--- src/rtl/change_dispenser_if.sv ---
// Handshake between the upstream vending FSM, the coin hopper and the change dispenser.
interface change_dispenser_if;
  logic       d;
  logic [2:0] r;
  logic       hopper_empty;
  logic       motor_on;
  logic       coin_out;
  logic       busy;
  logic       done;
  logic       hopper_fault;
  logic       err;
  logic       overrun;

  modport master (
    output d, r, hopper_empty,
    input  motor_on, coin_out, busy, done, hopper_fault, err, overrun
  );

  modport slave (
    input  d, r, hopper_empty,
    output motor_on, coin_out, busy, done, hopper_fault, err, overrun
  );
endinterface

--- src/rtl/change_dispenser.sv ---
// Drink vend + coin refund sequencer: drives the motor, then ejects min(r,4) coins
// spaced by COIN_GAP idle cycles, stalling while the hopper is empty.
module change_dispenser #(
  parameter int unsigned MOTOR_CYCLES = 4,
  parameter int unsigned COIN_GAP     = 2
) (
  input logic          clk,
  input logic          reset,
  change_dispenser_if.slave bus
);

  localparam int unsigned MOTOR_W  = (MOTOR_CYCLES > 2) ? $clog2(MOTOR_CYCLES) : 1;
  localparam int unsigned GAP_W    = (COIN_GAP > 2) ? $clog2(COIN_GAP) : 1;
  localparam int unsigned REFUND_W = 3;
  localparam logic [REFUND_W-1:0] MAX_REFUND = REFUND_W'(4);

  typedef enum logic [2:0] {
    IDLE = 3'd0,
    VEND = 3'd1,
    PAY  = 3'd2,
    GAP  = 3'd3,
    DONE = 3'd4
  } state_t;

  state_t                state, state_n;
  logic [MOTOR_W-1:0]    motor_cnt, motor_cnt_n;
  logic [GAP_W-1:0]      gap_cnt, gap_cnt_n;
  logic [REFUND_W-1:0]   refund_cnt, refund_cnt_n;
  logic                  err_q, err_n;
  logic                  overrun_q, overrun_n;
  logic                  motor_on_q, busy_q, done_q;

  // State, counters, sticky flags; Moore outputs are registered from the next state
  always_ff @(posedge clk or posedge reset) begin
    if (reset) begin
      state      <= IDLE;
      motor_cnt  <= '0;
      gap_cnt    <= '0;
      refund_cnt <= '0;
      err_q      <= 1'b0;
      overrun_q  <= 1'b0;
      motor_on_q <= 1'b0;
      busy_q     <= 1'b0;
      done_q     <= 1'b0;
    end else begin
      state      <= state_n;
      motor_cnt  <= motor_cnt_n;
      gap_cnt    <= gap_cnt_n;
      refund_cnt <= refund_cnt_n;
      err_q      <= err_n;
      overrun_q  <= overrun_n;
      motor_on_q <= (state_n == VEND);
      busy_q     <= (state_n != IDLE);
      done_q     <= (state_n == DONE);
    end
  end

  // Next-state and counter update
  always_comb begin
    state_n      = state;
    motor_cnt_n  = motor_cnt;
    gap_cnt_n    = gap_cnt;
    refund_cnt_n = refund_cnt;
    err_n        = err_q;
    overrun_n    = overrun_q;

    if ((state != IDLE) && bus.d) begin
      overrun_n = 1'b1;
    end

    unique case (state)
      IDLE: begin
        if (bus.d) begin
          state_n      = VEND;
          motor_cnt_n  = MOTOR_W'(MOTOR_CYCLES - 1);
          refund_cnt_n = (bus.r > MAX_REFUND) ? MAX_REFUND : bus.r;
          err_n        = err_q | (bus.r > MAX_REFUND);
        end
      end
      VEND: begin
        if (motor_cnt == '0) begin
          state_n = (refund_cnt == '0) ? DONE : PAY;
        end else begin
          motor_cnt_n = motor_cnt - MOTOR_W'(1);
        end
      end
      PAY: begin
        // An empty hopper holds the refund in place until coins arrive
        if (!bus.hopper_empty && (refund_cnt != '0)) begin
          refund_cnt_n = refund_cnt - REFUND_W'(1);
          gap_cnt_n    = GAP_W'(COIN_GAP - 1);
          state_n      = GAP;
        end
      end
      GAP: begin
        if (gap_cnt == '0) begin
          state_n = (refund_cnt == '0) ? DONE : PAY;
        end else begin
          gap_cnt_n = gap_cnt - GAP_W'(1);
        end
      end
      DONE: begin
        state_n = IDLE;
      end
      default: begin
        state_n = IDLE;
      end
    endcase
  end

  assign bus.motor_on     = motor_on_q;
  assign bus.busy         = busy_q;
  assign bus.done         = done_q;
  assign bus.err          = err_q;
  assign bus.overrun      = overrun_q;
  assign bus.coin_out     = (state == PAY) && !bus.hopper_empty;
  assign bus.hopper_fault = (state == PAY) && bus.hopper_empty;

endmodule

--- src/flat_wrapper.sv ---
// flat-port wrapper written by rule: the top's interface ports become plain ports
module change_dispenser_flat 
#(
  parameter int unsigned MOTOR_CYCLES = 4,
  parameter int unsigned COIN_GAP     = 2
)
  (clk, reset, bus_d, bus_r, bus_hopper_empty, bus_motor_on, bus_coin_out, bus_busy, bus_done, bus_hopper_fault, bus_err, bus_overrun);
  change_dispenser_if bus_i ();
  input logic clk;
  input logic reset;
  input wire logic [$bits(bus_i.d)-1:0] bus_d;
  input wire logic [$bits(bus_i.r)-1:0] bus_r;
  input wire logic [$bits(bus_i.hopper_empty)-1:0] bus_hopper_empty;
  output wire logic [$bits(bus_i.motor_on)-1:0] bus_motor_on;
  output wire logic [$bits(bus_i.coin_out)-1:0] bus_coin_out;
  output wire logic [$bits(bus_i.busy)-1:0] bus_busy;
  output wire logic [$bits(bus_i.done)-1:0] bus_done;
  output wire logic [$bits(bus_i.hopper_fault)-1:0] bus_hopper_fault;
  output wire logic [$bits(bus_i.err)-1:0] bus_err;
  output wire logic [$bits(bus_i.overrun)-1:0] bus_overrun;
  assign bus_i.d = bus_d;
  assign bus_i.r = bus_r;
  assign bus_i.hopper_empty = bus_hopper_empty;
  assign bus_motor_on = bus_i.motor_on;
  assign bus_coin_out = bus_i.coin_out;
  assign bus_busy = bus_i.busy;
  assign bus_done = bus_i.done;
  assign bus_hopper_fault = bus_i.hopper_fault;
  assign bus_err = bus_i.err;
  assign bus_overrun = bus_i.overrun;
  change_dispenser #(.MOTOR_CYCLES(MOTOR_CYCLES), .COIN_GAP(COIN_GAP)) u_core (.clk(clk), .reset(reset), .bus(bus_i));
endmodule
--- config.mk ---
export PLATFORM = sky130hd
export DESIGN_NAME = change_dispenser_flat
export DESIGN_NICKNAME = d
export VERILOG_FILES = /design/src/rtl/change_dispenser_if.sv /design/src/rtl/change_dispenser.sv /design/src/flat_wrapper.sv
export SDC_FILE = /design/constraint.sdc
export NUM_CORES = 1
export LEC_CHECK = 0
export CORE_MARGIN = 2
export CORE_UTILIZATION = 42
export DETAILED_ROUTE_END_ITERATION = 16
export GPL_TIMING_DRIVEN = 0
export PLACE_DENSITY = 0.7
export SLEW_MARGIN = 20
export SYNTH_ARGS = -nofsm -noshare
export SYNTH_HDL_FRONTEND = slang
export SYNTH_SLANG_ARGS = --single-unit
--- constraint.sdc ---
create_clock -name clk -period 3.5 [get_ports clk]
set_input_delay 0.525 -clock clk [delete_from_list [all_inputs] [get_ports clk]]
set_output_delay 0.525 -clock clk [all_outputs]
set_load 0.02 [all_outputs]
==> summary by stage <==
Worst setup path
The critical path ends at bus_hopper_fault. At the worst endpoint, the arrival time is 2.04 ns. For this run, the slowest stage of the critical path takes 0.59 ns. The critical path is of the reg2out type.

The endpoint identified for the worst register-to-register timing path is u_core.bus.busy. The startpoint of the worst register-to-register path is u_core.refund_cnt[0]. The number of buffers and inverters on the critical path is 2. The number of stages on the worst setup path is 4. Along the worst path, the maximum fanout reaches 8. The critical path goes through buf_6 -> nor3b_2 -> and2_1 -> clkdlybuf4s50_1. The worst setup path is captured at a primary output.

The data required time at the worst endpoint is 2.97 ns. Measured in cells, the most critical reg-to-reg path has a length of 6. The launch point of the worst path is u_core.state[2]. The nature of the critical path startpoint is a flip-flop. Grouping stages by cell kind, the critical path spends the most delay in buffers and inverters. The slack of the worst reg-to-reg path is 1.94 ns. The cell at the slowest stage of the critical path is clkdlybuf4s50_1.

Floorplanning
The floorplan step defined a core boundary enclosing 0.00175 mm^2. The floorplan step defined a die boundary enclosing 0.00225 mm^2. From left edge to right edge, the die measures 47.4 um. For this configuration, the core starts out at a cell density of 45.3%.

The chip height is 47.4 um. In this run the core area contains 15 standard-cell rows. For this design the top-level I/O count stands at 14.

Yosys
The synthesized netlist cell count is 74. For this run, the register share of the synthesized area comes to 44.3%. The synthesized area is 791 um^2. The Yosys warning count is 0. The net count after synthesis is 84. The count of unique library cells instantiated by Yosys is 29. The flop and latch count out of synthesis is 14. A synthesized cell averages 10.7 um^2.

Power and ir drop
The peak supply drop is 0.406 mV. The analysis attributes to cell leakage a power of 0.452 nW. Summing internal, switching and leakage power gives 0.000822 W. The power per standard cell area is 831 mW/mm^2.

Placement
The detailed-placement wirelength estimate is 977 um. The worst slack at placement is 0.976 ns. The number of port buffers is 13. The number of cells in the design after placement is 112. At the end of routability-driven placement, the weighted congestion stood at 0.766.

Status
The flow ran to the end, and the final reports show no timing, DRC or antenna violations.

Worst hold path
The class of the most critical hold timing path is reg2reg.

GRT
In the global route stage, overall resource usage came out at 14.9%. The number of antenna violations at the first check in global routing was 0. Entering global routing, the biggest net connects 15 pins. The first global-routing pass estimated 2260 um of wire. The total congestion overflow after global routing is 0. The number of global-route vias before repair is 538.

Timing
The fraction of the cycle the final worst path needs is 73.4%. After layout, the worst setup slack is 0.930 ns. The worst-margin pin slew is 0.531 ns.

The number of max-slew violations in the final report is 0. The peak clock frequency supported by timing is 0.389 GHz. The post-route minimum period is 2.57 ns.

The hold violation count in the final report came to 0. Summed over all failing endpoints, the final setup total negative slack is 0 ns. The worst hold-check slack is 0.469 ns.

The final number of setup-violating endpoints is 0. For the final database, setup skew stands at 0.00526 ns. Setup repair after global routing left no endpoint under its margin. The worst slew margin relative to its limit is 64.6%.

Detailed routing
The total number of vias is 551. The wire length per cell is 11.1 um. In this run, the number of DRC markers left after iteration 0 of detailed routing was 8. The number of nets with antenna violations after routing is 0. The total wirelength of the detailed-routed design is 1290 um. In the routed layout, each cell is associated on average with a via count of 4.75. After detailed routing, the number of remaining DRC violations is 0. The first-pass detailed-route iteration total is 4.

Run
Max-cap violations in this run came to 0.

Clock network
The buffer depth of the longest clock path is 2. The number of clock sinks seen by CTS is 14. In this run, post-CTS hold repair placed 0 buffers. After clock tree synthesis, the clock-pin slew on the worst setup and hold paths is 0.09 ns. The tree is rooted in a clkbuf_4. The H-tree depth is 1. The clock latency on the worst-skew pair is 0.28 ns. The CTS tree is built.

The post-CTS resize count is 0. The total CTS buffers is 3. After clock tree synthesis, the setup repair step added 0 buffers.

Finish
The number of antenna repair diodes is 0. The relative area change from synthesis to final layout is 25.0%. Cells with a size suffix above 1 make up 16.5% of the layout. Excluding fillers, the count of instances in the completed layout stands at 116. The total number of nets in the final design is 102.
-- final cells by class --
cell class              instances  area (um^2)
flip-flops and latches         14          350
plain buffers                   3         33.8
inverters                      10         37.5
fillers                       163          757
multi-input cells              47          369
clock buffers                   4         36.3
well taps                      25         31.3
repair buffers                 13          130
-- worst min path at each step --
stage | start | to | slack (ns) | cells past startpoint
after floorplan | reset | u_core.bus.busy | 0.41 | 1
after global placement | u_core.bus.err | u_core.bus.err | 0.44 | 1
after detailed placement | u_core.bus.err | u_core.bus.err | 0.45 | 1
after CTS | u_core.bus.err | u_core.bus.err | 0.47 | 1
after global routing | u_core.refund_cnt[1] | u_core.refund_cnt[1] | 0.51 | 1
final | u_core.bus.err | u_core.bus.err | 0.47 | 1
-- Yosys cell counts (all sizes together) --
| cell | count | area share [%] |
|---|---|---|
| a211oi | 2 | 4.1 |
| a21o | 2 | 1.9 |
| a21oi | 9 | 6.2 |
| a311o | 1 | 1.3 |
| a31oi | 1 | 0.79 |
| a41oi | 1 | 1.1 |
| and2 | 2 | 1.9 |
| and3 | 1 | 0.79 |
| buf | 3 | 4.3 |
| dfrtp | 14 | 44 |
| ha | 3 | 4.7 |
| inv | 10 | 4.7 |
| mux2i | 1 | 1.3 |
| nand2 | 1 | 0.47 |
| nand2b | 4 | 4.1 |
| nor2 | 7 | 3.3 |
| nor2b | 1 | 0.79 |
| nor3b | 4 | 4.4 |
| nor4b | 2 | 4.9 |
| o21ai | 1 | 0.63 |
| o21bai | 1 | 0.95 |
| o22a | 1 | 1.1 |
| o31ai | 2 | 1.9 |
-- report_power, final --
group	switching (W)	total [W]	internal [W]
registers	0.0000302	0.000251	0.000221
logic	0.000239	0.000455	0.000216
clock network	0.0000526	0.000116	0.0000632
total	0.000322	0.000822	0.000500
-- stage by stage --
stage,utilization [%],instance area [um^2]
2_1_floorplan,-,791
3_3_place_gp,54.6,952
3_5_place_dp,54.6,952
4_1_cts,56.6,988
5_1_grt,56.6,988
6_report,56.6,988
-- logic make-up after synthesis --
logic type | count (synthesis) | share of synthesized area [%]
DFF | 14 | 44.3
and+or+nand+nor | 22 | 20.7
buffers and inverters | 13 | 9.02
muxes | 1 | 1.27
AOI/OAI and AO/OA | 21 | 19.9
adders and majority gates | 3 | 4.75
-- worst reg2reg max path: cells and delay by family, from the launching register on --
kind,cells,cell delay [ns]
AOI/OAI and AO/OA,2,0.50
adders and majority gates,1,0.17
buffers and inverters,1,0.08
DFF,1,0.40
and+or+nand+nor,2,0.30
-- flip-flops by register name, indices dropped and copies added (netlist names) --
name                 flops
u_core.refund_cnt        3
u_core.state             3
u_core.motor_cnt         2
u_core.bus.busy          1
u_core.bus.done          1
u_core.bus.err           1
u_core.bus.motor_on      1
u_core.bus.overrun       1
u_core.gap_cnt           1
-- placed cells by master (no fill, tap or decap), types with 2 or more instances in the layout --
master / count
a21o_1: 2
clkdlybuf4s50_1: 13
o31ai_1: 2
clkbuf_4: 3
nand2b_1: 3
nor2_1: 7
dfrtp_1: 14
inv_1: 10
nor3b_1: 3
a21oi_1: 8
buf_6: 3
ha_1: 3
-- routing by layer --
| layer | up-vias | global-route usage (%) | share of wire, % |
|---|---|---|---|
| li1 | 286 | - | - |
| met1 | 252 | 17.8 | 47 |
| met2 | 11 | 23.5 | 47 |
| met3 | 2 | 4.62 | 4.0 |
| met4 | 0 | 8.33 | 0.93 |
| met5 | - | 0 | 0 |
No activity file was read; power rests on OpenSTA's default activity.
